File: config.mk
export PLATFORM = sky130hd
export DESIGN_NAME = kvs_req_arb
export DESIGN_NICKNAME = d
export VERILOG_FILES = /design/src/rtl/kvs_req_arb.sv
export SDC_FILE = /design/constraint.sdc
export NUM_CORES = 1
export LEC_CHECK = 0
export ABC_AREA = 1
export CAP_MARGIN = 10
export CORE_AREA = 5 5 102 176
export DETAILED_ROUTE_END_ITERATION = 10
export DIE_AREA = 0 0 107 181
export PLACE_DENSITY_LB_ADDON = 0.3
export SYNTH_ARGS = -nofsm -noshare
export SYNTH_HDL_FRONTEND = slang
export SYNTH_SLANG_ARGS = --single-unit
File: constraint.sdc
create_clock -name clk -period 6.7 [get_ports clk]
set_input_delay 1.34 -clock clk [delete_from_list [all_inputs] [get_ports clk]]
set_output_delay 1.34 -clock clk [all_outputs]
set_load 0.005 [all_outputs]
File: src/rtl/kvs_req_arb.sv
`default_nettype none
// ==== kvs_req_arb : round-robin ETH0/ETH1 share of the KVS lookup port with in-order response routing (rev 1.0) ====
module kvs_req_arb #(
   parameter int KEY_SIZE  = 96,
   parameter int FLAG_SIZE = 4,
   parameter int MAX_OUTST = 8,
   parameter int OUTST_W   = 3
) (
   input  logic                 clk,
   input  logic                 rst,
   input  logic [KEY_SIZE-1:0]  req0_key,
   input  logic [FLAG_SIZE-1:0] req0_flag,
   input  logic                 req0_valid,
   output logic                 req0_ready,
   input  logic [KEY_SIZE-1:0]  req1_key,
   input  logic [FLAG_SIZE-1:0] req1_flag,
   input  logic                 req1_valid,
   output logic                 req1_ready,
   output logic [KEY_SIZE-1:0]  db_in_key,
   output logic [FLAG_SIZE-1:0] db_in_flag,
   output logic                 db_in_valid,
   input  logic                 db_out_valid,
   input  logic [FLAG_SIZE-1:0] db_out_flag,
   output logic                 rsp0_valid,
   output logic [FLAG_SIZE-1:0] rsp0_flag,
   output logic                 rsp1_valid,
   output logic [FLAG_SIZE-1:0] rsp1_flag,
   output logic [OUTST_W:0]     outst_cnt,
   output logic                 err_orphan,
   output logic [15:0]          orphan_cnt
);

   localparam logic [OUTST_W:0] C_MAX = MAX_OUTST[OUTST_W:0];
   localparam logic [OUTST_W:0] C_ONE = {{OUTST_W{1'b0}}, 1'b1};

   logic                 r_last_gnt;
   logic [MAX_OUTST-1:0] r_tags;
   logic [OUTST_W-1:0]   r_wr_ptr;
   logic [OUTST_W-1:0]   r_rd_ptr;
   logic [OUTST_W:0]     r_cnt;

   logic w_want0, w_want1, w_full, w_empty;
   logic w_acc0, w_acc1, w_push, w_pop, w_orphan, w_head;

   always_comb begin
      w_want0    = req0_valid & (~req1_valid | r_last_gnt);
      w_want1    = req1_valid & (~req0_valid | ~r_last_gnt);
      w_full     = (r_cnt == C_MAX);
      w_empty    = (r_cnt == '0);
      req0_ready = w_want0 & ~w_full & ~rst;
      req1_ready = w_want1 & ~w_full & ~rst;
      w_acc0     = req0_valid & req0_ready;
      w_acc1     = req1_valid & req1_ready;
      w_push     = w_acc0 | w_acc1;
      // Emptiness is judged on the pre-update count, so a same-cycle push never rescues an orphan.
      w_pop      = db_out_valid & ~w_empty;
      w_orphan   = db_out_valid & w_empty;
      w_head     = r_tags[r_rd_ptr];
   end

   assign outst_cnt = r_cnt;

   always_ff @(posedge clk) begin
      if (rst) begin
         r_last_gnt  <= 1'b1;
         r_tags      <= '0;
         r_wr_ptr    <= '0;
         r_rd_ptr    <= '0;
         r_cnt       <= '0;
         db_in_key   <= '0;
         db_in_flag  <= '0;
         db_in_valid <= 1'b0;
         rsp0_valid  <= 1'b0;
         rsp0_flag   <= '0;
         rsp1_valid  <= 1'b0;
         rsp1_flag   <= '0;
         err_orphan  <= 1'b0;
         orphan_cnt  <= '0;
      end else begin
         db_in_valid <= w_push;
         if (w_push) begin
            r_last_gnt         <= w_acc1;
            db_in_key          <= w_acc1 ? req1_key  : req0_key;
            db_in_flag         <= w_acc1 ? req1_flag : req0_flag;
            r_tags[r_wr_ptr]   <= w_acc1;
            r_wr_ptr           <= r_wr_ptr + 1'b1;
         end

         rsp0_valid <= w_pop & ~w_head;
         rsp1_valid <= w_pop &  w_head;
         if (w_pop) begin
            r_rd_ptr <= r_rd_ptr + 1'b1;
            if (w_head) rsp1_flag <= db_out_flag;
            else        rsp0_flag <= db_out_flag;
         end

         case ({w_push, w_pop})
            2'b10:   r_cnt <= r_cnt + C_ONE;
            2'b01:   r_cnt <= r_cnt - C_ONE;
            default: r_cnt <= r_cnt;
         endcase

         if (w_orphan) begin
            err_orphan <= 1'b1;
            if (~&orphan_cnt) orphan_cnt <= orphan_cnt + 16'd1;
         end
      end
   end

endmodule
`default_nettype wire
== Word level (Yosys, flattened, before mapping) ==
Index checks and enable logic that the tools add are counted.
Operators by class
  $add $sub $neg: 5
  $lt $le $gt $ge: 3
  eq/ne operators: 3
  mux-type cells: 8
  bitwise gates (word level): 23
  reductions and logical operators: 7
Operator list (number)
  $mux 96: 1
  $add 16x1->16 const B: 1
  $reduce_and 16->1: 1
  $and 1x1->1: 12
  $bwmux 8: 1
  $lt 3x4->1 const B: 2
  $not 1->1: 8
  $pmux 4 s2: 1
  $add 3x1->3 const B: 2
  $reduce_and 2->1: 3
  $add 4x1->4 const B: 1
  $eq 4x4->1 const B: 1
  $logic_not 4->1: 1
  $mux 4: 1
  $sub 4x1->4 const B: 1
  $bmux 1 s3: 1
  $demux 1 s3: 1
  $ge 3x1->1 const B: 1
  $or 1x1->1: 3
  $eq 2x1->1 const B: 1
  $eq 2x2->1 const B: 1
  $mux 1: 2
  $reduce_bool 2->1: 1
  $logic_and 1x1->1: 1
Word-level totals
  register bits: 147

== Logic depth before layout (Yosys ltp) ==
  depth after elaboration: 9
  depth in mapped cells: 18
  depth with buffers taken out: 16

== Worst setup path after synthesis ==
No wires, ideal clock.
  path kind: input -> output
  start: input port rst
  end: output port req1_ready
  arrival: 1993 ps
  required time: 5360 ps
  setup slack: 3367 ps
  stages on the path: 7
  cell sequence: buf_4 inv_2 nand2_1 nor2_1 nand2_2 inv_2 buf_2
On the way
  longest elaborated chain between the ends: 2
RTL lines
  from (decl): RTL line 10  | input logic rst,
  $not 1->1: RTL line 51  | req1_ready = w_want1 & ~w_full & ~rst;
  $and 1x1->1: RTL line 51
  to (decl): RTL line 18  | output logic req1_ready,
No other way between the ends.

== Worst setup path in the final report ==
Same ends and word-level chain as after synthesis.

==> reports/results.tsv <==
stage	metric	value	unit
synth	cell count after synthesis	1121	
synth	largest family of logic cells by synthesized area	simple AND/OR/NAND/NOR gates	
synth	synthesized flop and latch total	147	
synth	Mapped Nets	1336	
global_route	antenna violations before repair	3	
placement	DP Wirelength	17600	um
pwr	Cell Pwr Density	266	nW/um^2
sta	final hold vios	0	
pwr	VDD IR max	0.330	mV
clocking	CTS sink count	147	
synth	Synth Area in Compound Gates	0.103	
cells_and_area	Area Growth Syn to Fin	53.5	%
cells_and_area	most frequent cells in the layout	nand2_1, clkdlybuf4s50_1, dfxtp_1	
placement	GP Congestion	0.873	
setup_path	CP top delay family	buffers and inverters	
floorplan	row cnt	62	
synth	count of cell types in the netlist	22	
setup_path	Critical Path Start	rst	
global_route	global-route wire length before repair	37400	um
setup_path	crit path DAT	3.28	ns
sta	Worst Skew	0.0146	ns
synth	Post-Synth XOR/XNOR Area	0.0134	
outcome	status	complete, no violations	
global_route	GRT overflow	0	
routing	number of remaining DRC errors	0	
cells_and_area	commonest non-fill, non-tap cell in the layout	nand2_1	
routing	post-DR wirelength/cell	15.1	um
synth	Ys Warns	0	
routing	Routed Antenna Nets	0	
setup_path	crit path kind	in -> out	
sta	Final Cycle Share	0.689	
routing	Vias/cell	4.88	
sta	Slew Viols, Final	0	
clocking	post-cts resize count	0	
clocking	Root Buffer	clkbuf_16	
floorplan	Die Height	181	um
synth	fraction of synthesized area in multiplexers	0	
clocking	Setup Fix Bufs, Post-CTS	0	
clocking	clk buf depth	2	
min_path	Hold Crit Class	reg -> reg	
synth	Simple-Gate Fraction of Synth Area	0.375	
sta	fmax	0.217	GHz
sta	Worst Tran Pin Value	1.20	ns
routing	DRT Wirelength	24600	um
synth	register area share after synthesis	0.410	
clocking	Inserted Clock Buffers	17	
setup_path	slowest library cell on the worst path	clkdlybuf4s50_1	
cells_and_area	layout net count	1637	
setup_path	crit end category	output pin	
setup_path	Worst Path Required	5.36	ns
clocking	Post-CTS Hold Buffers	0	
pwr	Pleak	4.67	nW
clocking	TritonCTS clock tree	yes	
sta	Final min period	4.62	ns
floorplan	die area	19400	um^2
clocking	Clk Latency, worst-skew pair	0.41	ns
setup_path	Crit path buffers/inverters	4	
floorplan	initial core utilization	0.441	
routing	DRT Pass-1 Iters	5	
setup_path	startpoint types	input port	
setup_path	CP cell instances	buf_4 > inv_2 > nand2_1 > nor2_1 > nand2_4 > inv_2 > clkdlybuf4s50_1	
setup_path	CP most frequent cell	inv_2	
setup_path	crit path max fanout	48	
setup_path	R2R setup slack	3.68	ns
setup_path	CP max stage delay	0.51	ns
global_route	number of global-route vias before repair	7190	
floorplan	Ports	343	
clocking	H-tree Lvls	4	
cells_and_area	layout cell share with drive strength beyond 1	0.0314	
clocking	Clock Pin Slew Worst Setup and Hold Paths	0.06	ns
job	max-cap violations	0	
sta	endpoints failing setup	0	
sta	post-route setup TNS	0	ns
sta	Max transition margin	0.203	
global_route	GRT Overall Usage	0.241	
placement	IO Port Bufs	342	
synth	Synth Cell Area	7180	um^2
synth	Synth Area in Adders	0.0105	
floorplan	Die W	107	um
routing	drt initial violations	326	
floorplan	core area	16300	um^2
synth	Avg Inst Size Synth	6.40	um^2
global_route	largest net degree at the start of global routing	114	
min_path	hold path start	db_in_key[22]	
cells_and_area	post-layout util	0.676	
routing	via count	7955	
sta	hold slack	0.463	ns
setup_path	FF-to-FF Start	outst_cnt[0]	
sta	RSZ-0062 raised after global routing	no	
worst min-delay path, delay by kind of cell, from the launching register on:
family	cells	cell delay, ns
AOI/OAI and AO/OA	1	0.05
DFF	1	0.31
and+or+nand+nor	1	0.06
per-layer routing:
| layer | vias up | wire [um] | track usage |
|---|---|---|---|
| li1 | 4089 | - | - |
| met1 | 3546 | 9410 | 0.261 |
| met2 | 273 | 12600 | 0.433 |
| met3 | 45 | 1860 | 0.0761 |
| met4 | 2 | 721 | 0.0870 |
| met5 | - | 13 | 0 |
metrics by stage:
stage / setup WS, ns / std cells / power [mW] / cell area, um^2
after floorplan: 3.37 / 1121 / 1.62 / 7180
after global placement: 2.07 / 1595 / 2.03 / 10400
after detailed placement: 2.08 / 1595 / 2.05 / 10400
after CTS: 2.07 / 1627 / 2.96 / 11000
after global routing: 1.91 / 1629 / 3.12 / 11000
final: 2.08 / 1629 / 2.93 / 11000
cells by family after synthesis:
logic type,Yosys count
DFF,147
buffers and inverters,115
and+or+nand+nor,699
AOI/OAI and AO/OA,143
xor gates and xnor gates,11
adders and majority gates,6
worst paths after layout:
path | end | depth (start not counted)
max reg2reg | outst_cnt[3] | 13
max | req1_ready | 7
min | db_in_key[22] | 2
min reg2reg | db_in_key[22] | 2
cells in the mapped netlist:
| master | count | area share |
|---|---|---|
| inv_1 | 47 | 0.025 |
| dfxtp_1 | 147 | 0.41 |
| a21oi_1 | 124 | 0.086 |
| nor3_1 | 2 | 0.0014 |
| nor2_1 | 52 | 0.027 |
| nand2_1 | 604 | 0.32 |
| o21a_1 | 1 | 0.0010 |
| buf_6 | 21 | 0.033 |
| xor2_1 | 8 | 0.0098 |
| inv_2 | 3 | 0.0016 |
| buf_2 | 26 | 0.018 |
| clkbuf_1 | 15 | 0.0078 |
| a22oi_1 | 8 | 0.0084 |
| xnor2_1 | 3 | 0.0037 |
| nor2_2 | 2 | 0.0017 |
| nand4_1 | 9 | 0.0078 |
| buf_4 | 3 | 0.0031 |
| ha_1 | 6 | 0.010 |
| nand2_2 | 2 | 0.0017 |
| o21ai_0 | 9 | 0.0063 |
| nand3_1 | 28 | 0.020 |
| o21ai_1 | 1 | 0.00070 |
report_power, final:
group	internal [mW]	leakage [nW]	total, mW	switching (mW)
Combinational	0.461	3.19	0.958	0.497
Clock	0.506	0.275	0.906	0.400
Sequential	0.993	1.20	1.07	0.0782
Total	1.96	4.67	2.93	0.975
registers in the layout, indices dropped and copies added (netlist names):
name / flops
outst_cnt: 4
rsp0_valid: 1
rsp1_valid: 1
rsp1_flag: 4
r_tags: 8
db_in_key: 96
r_wr_ptr: 3
rsp0_flag: 4
orphan_cnt: 16
err_orphan: 1
db_in_flag: 4
db_in_valid: 1
r_last_gnt: 1
r_rd_ptr: 3
cell type report:
class / instances / area (um^2)
Antenna cell: 2 / 5.00
Clock buffer: 19 / 453
Clock inverter: 13 / 116
Fill cell: 1425 / 5270
Inverter: 50 / 189
Multi-Input combinational cell: 859 / 3610
Sequential cell: 147 / 2940
Tap cell: 192 / 240
Timing Repair Buffer: 347 / 3460
No activity file was read; power rests on OpenSTA's default activity.
